--- config.mk ---
export PLATFORM = sky130hd
export DESIGN_NAME = statreg_wr_ctrl
export DESIGN_NICKNAME = d
export VERILOG_FILES = /design/src/rtl/statreg_wr_ctrl.sv
export SDC_FILE = /design/constraint.sdc
export NUM_CORES = 1
export LEC_CHECK = 0
export CAP_MARGIN = 25
export CORE_MARGIN = 5
export CORE_UTILIZATION = 47
export CTS_CLUSTER_DIAMETER = 100
export DETAILED_ROUTE_END_ITERATION = 6
export PLACE_DENSITY = 0.79
export SKIP_LAST_GASP = 1
export SLEW_MARGIN = 20
export SYNTH_ARGS = -nofsm -noshare
export SYNTH_HDL_FRONTEND = slang
export SYNTH_SLANG_ARGS = --single-unit
export TNS_END_PERCENT = 30
--- constraint.sdc ---
create_clock -name clk -period 2.2 [get_ports clk]
set_input_delay 0.22 -clock clk [delete_from_list [all_inputs] [get_ports clk]]
set_output_delay 0.22 -clock clk [all_outputs]
set_load 0.02 [all_outputs]
--- src/rtl/statreg_wr_ctrl.sv ---
// Status-flag write controller: clears flags 1..7 after reset, then round-robin
// arbitrates single-flag writes onto the one we/wa/wd port and keeps a shadow copy.
module statreg_wr_ctrl #(
  parameter int NREQ = 4,
  parameter int AW   = 3
) (
  input  logic              clk,
  input  logic              rst_n,
  input  logic [NREQ-1:0]   req_valid,
  input  logic [NREQ*AW-1:0] req_addr,
  input  logic [NREQ-1:0]   req_data,
  output logic [NREQ-1:0]   req_ready,
  output logic              we,
  output logic [AW-1:0]     wa,
  output logic              wd,
  output logic              err_addr0,
  output logic              busy,
  output logic              init_done,
  output logic [7:0]        shadow
);
  localparam int PW = (NREQ > 1) ? $clog2(NREQ) : 1;

  typedef enum logic [1:0] {S_INIT, S_IDLE, S_WRITE} state_e;

  state_e                  state_q, state_d;
  logic [AW-1:0]           cnt_q, cnt_d;
  logic [PW-1:0]           ptr_q, ptr_d;
  logic [NREQ-1:0]         req_ready_q, req_ready_d;
  logic                    we_q, we_d;
  logic [AW-1:0]           wa_q, wa_d;
  logic                    wd_q, wd_d;
  logic                    err_q, err_d;
  logic                    busy_q, busy_d;
  logic                    init_done_q, init_done_d;
  logic [7:0]              shadow_q, shadow_d;

  logic [NREQ-1:0][AW-1:0] addr_arr;
  logic                    found;
  logic [PW-1:0]           win;
  logic [PW:0]             idx;

  assign addr_arr = req_addr;

  // First valid requester at or after the pointer, wrapping around.
  always_comb begin
    found = 1'b0;
    win   = '0;
    idx   = '0;
    for (int k = 0; k < NREQ; k++) begin
      idx = {1'b0, ptr_q} + (PW+1)'(k);
      if (idx >= (PW+1)'(NREQ)) idx = idx - (PW+1)'(NREQ);
      if (!found && req_valid[idx[PW-1:0]]) begin
        found = 1'b1;
        win   = idx[PW-1:0];
      end
    end
  end

  always_comb begin
    state_d     = state_q;
    cnt_d       = cnt_q;
    ptr_d       = ptr_q;
    req_ready_d = '0;
    we_d        = 1'b0;
    wa_d        = wa_q;
    wd_d        = wd_q;
    err_d       = 1'b0;
    busy_d      = busy_q;
    init_done_d = init_done_q;
    shadow_d    = shadow_q;
    unique case (state_q)
      S_INIT: begin
        // 3-bit counter wraps 7->0, which marks the clear sequence finished
        if (cnt_q != '0) begin
          we_d   = 1'b1;
          wa_d   = cnt_q;
          wd_d   = 1'b0;
          cnt_d  = cnt_q + 1'b1;
          busy_d = 1'b1;
        end else begin
          init_done_d = 1'b1;
          busy_d      = 1'b0;
          state_d     = S_IDLE;
        end
      end
      S_IDLE: begin
        busy_d = 1'b0;
        if (found) begin
          req_ready_d[win] = 1'b1;
          wa_d    = addr_arr[win];
          wd_d    = req_data[win];
          we_d    = (addr_arr[win] != '0);
          err_d   = (addr_arr[win] == '0);
          ptr_d   = (win == PW'(NREQ-1)) ? '0 : win + 1'b1;
          busy_d  = 1'b1;
          state_d = S_WRITE;
        end
      end
      S_WRITE: begin
        if (we_q) shadow_d[wa_q] = wd_q;
        busy_d  = 1'b0;
        state_d = S_IDLE;
      end
      default: state_d = S_INIT;
    endcase
    shadow_d[0] = 1'b1;
  end

  always_ff @(posedge clk or negedge rst_n) begin
    if (!rst_n) begin
      state_q     <= S_INIT;
      cnt_q       <= AW'(1);
      ptr_q       <= '0;
      req_ready_q <= '0;
      we_q        <= 1'b0;
      wa_q        <= '0;
      wd_q        <= 1'b0;
      err_q       <= 1'b0;
      busy_q      <= 1'b1;
      init_done_q <= 1'b0;
      shadow_q    <= 8'h01;
    end else begin
      state_q     <= state_d;
      cnt_q       <= cnt_d;
      ptr_q       <= ptr_d;
      req_ready_q <= req_ready_d;
      we_q        <= we_d;
      wa_q        <= wa_d;
      wd_q        <= wd_d;
      err_q       <= err_d;
      busy_q      <= busy_d;
      init_done_q <= init_done_d;
      shadow_q    <= shadow_d;
    end
  end

  assign req_ready = req_ready_q;
  assign we        = we_q;
  assign wa        = wa_q;
  assign wd        = wd_q;
  assign err_addr0 = err_q;
  assign busy      = busy_q;
  assign init_done = init_done_q;
  assign shadow    = shadow_q;
endmodule

==> impl_results.md <==
* Hpwl dp at 2.75 mm
* Cells after Synth at 147
* Post-synth ARST share at 100%
* Final core occ at 64.9%
* FF+latch count, synth at 26
* Skew final at 0.00520 ns
* Avg WL per Cell at 14.1 µm
* P_leak at 0.000900 µW
* Worst Path Required at 2.42 ns
* Syn. warnings at 0
* Total track usage at 16.8%
* DRT iter0 DRCs at 75
* Total grt overflow at 0
* Syn_nets at 179
* Multi-input gate area at 800 µm²
* Sequential area share after synthesis at 43.2%
* Post-Layout Cell Count at 236
* Fin nets at 225
* PwrDens at 1090 nW/µm²
* Setup violators final at 0
* Diodes inserted at 0
* Unrepaired setup endpoints after global routing: false
* Cell Rows at 20
* Total CTS buffers at 3
* Top-area cell type share of the netlist area at 39.8%
* Clk_lat worst skew at 0.31 ns
* Post-synth EDFFs at 0
* Yosys cell types at 39
* IO buf count at 40
* Worst R2R End: wa[1]
* Status: completed
* Vias in the first global route at 1,275
* First-pass GRT wire length at 5.68 mm
* CP arrival at 2.11 ns
* Critical Path Start Type: register
* Final Max Slew Viols at 0
* Place WS at 0.0398 ns
* # Post-CTS Setup Buffers at 0
* DIE HEIGHT at 66.7 µm
* Cell accounting for the most synthesized area: dfrtp_1
* Worst Tran Pin Value at 0.493 ns
* Via count at 1,216
* Area after DPL at 1970 µm²
* Max FO, Critical Path at 4
* Largest net degree at the start of global routing at 27
* FMAX at 0.527 GHz
* # fillers at 262
* Min-Delay Path Class: input pin to async pin
* Chip Width at 66.7 µm
* Drt pass-1 iters at 2
* Post-route DRC violation count at 0
* Drt total wl at 3.33 mm
* Post-CTS sizing at 0
* Cts hold-fix bufs at 0
* Area delta synth->final at 32.3%
* CTS root buf: clkbuf_4
* Synth Cell Area at 1510 µm²
* Cell area after layout at 2000 µm²
* VDD IR max at 0.516 mV
* Area contributors post-synth: dfrtp_1, ha_1, mux2_2
* Register area at 653 µm²
* Critical path capture point type: register
* Initial cell density of the core at 49.1%
* H-tree lvl count at 1
* Period utilisation layout at 86.2%
* I/O pin total at 42
* Main synth FF type: dfrtp_1
* Min Tclk post-route at 1.90 ns
* CTS tree: yes
* Number of max-cap violations at 0
* Setup slack, reg-to-reg at 0.30 ns
* Routed Antenna Nets at 0
* Hold Vio Cnt, Final at 0
* Top-count cell post-synth: dfrtp_1
* Die area at 4450 µm²
* # placed instances at 232
* Max clock buf depth at 2
* Core area at 3080 µm²
* Placer Congestion at 0.826
* Total clock sinks at 26
* Antenna violations before repair at 0
* Mapped Avg Cell Area at 10.3 µm²
* Synth cell count leaders: dfrtp_1, nor2_1, ha_1, nand2_1
* Final setup TNS at 0 ns
* Share of layout cells above drive strength 1 at 12.0%
* Worst R2R Path Depth at 8
* Vias per cell at 5.15
* CP Class: register to register
* FF-to-FF Start: cnt_q[0]
* Final worst slack at 0.304 ns
* Rel. slew slack at 66.9%
* Reg clk slew, reported paths at 0.13 ns
-- layout by cell type, fill, tap and decap left out, drive strengths merged, types with 4 or more instances in the layout --
| cell | count |
|---|---|
| clkdlybuf4s50 | 40 |
| dfrtp | 24 |
| nor2 | 13 |
| ha | 10 |
| nand2 | 10 |
| inv | 8 |
| mux2 | 8 |
| a21oi | 8 |
| mux2i | 7 |
| nand2b | 6 |
| o21ai | 6 |
| and2 | 6 |
| a21o | 5 |
| a21boi | 4 |
| buf | 4 |
| clkbuf | 4 |
-- registers in the layout, indices dropped and copies added (netlist names) --
| register | flops |
|---|---|
| ptr_q | 2 |
| cnt_q | 3 |
| wa | 3 |
| shadow | 7 |
| init_done | 1 |
| req_ready | 4 |
| state_q | 2 |
| we | 1 |
| wd | 1 |
| err_addr0 | 1 |
| busy | 1 |
-- stage by stage --
stage | power (µW) | hold slack [ns]
floorplan | 1540 | -0.0756
global placement | 1930 | 0.449
detailed placement | 1990 | 0.452
CTS | 2200 | 0.249
global route | 2350 | 0.257
finish | 2170 | 0.251
-- worst max-delay path by stage --
stage	from	to	slack, ns
detailed placement	req_valid[2]	ptr_q[1]	0.04
global placement	req_valid[2]	wa[2]	0.1
floorplan	ptr_q[1]	ptr_q[1]	0.48
global route	cnt_q[0]	wa[1]	0.15
CTS	cnt_q[0]	wa[1]	0.29
finish	cnt_q[0]	wa[1]	0.30
-- power by group --
part           switching (µW)  total [µW]  leakage [µW]  internal (µW)
combinational             632        1200      0.000554            572
sequential                135         763      0.000331            628
clock                     131         202     0.0000150           70.9
-- layout make-up --
class,count,area share (%)
Clock buffer,4,1.31
Tap cell,44,2.76
Multi-Input combinational cell,109,40.0
Timing Repair Buffer,44,21.5
Inverter,9,1.69
Sequential cell,26,32.7
-- routing by layer --
metal	GRT usage (%)	wire length [µm]
met1	20.2	1490
met2	28.5	1590
met3	4.72	212
met4	5.58	33
met5	0	0
-- worst max-delay path, cell delays in order, from the launching register on --
cell	delay [ns]
dfstp_2	0.57
inv_1	0.07
ha_1	0.23
nand3b_1	0.17
o21ai_0	0.11
a21oi_1	0.27
inv_1	0.15
a21oi_1	0.16
a21oi_1	0.08
-- cell families (layout without fill, tap and decap cells) --
family,count (synthesis),count (layout),share of synthesized area (%)
AND/OR/NAND/NOR,45,45,15.2
AO/OA/AOI/OAI,37,37,18.1
flip-flops,26,26,43.2
multiplexers,15,15,10.6
buffers and inverters,12,57,3.81
adder cells (fa/ha/maj),10,10,8.29
other,1,1,0.248
XOR/XNOR,1,1,0.580
Power figures use the tool's default switching activity.
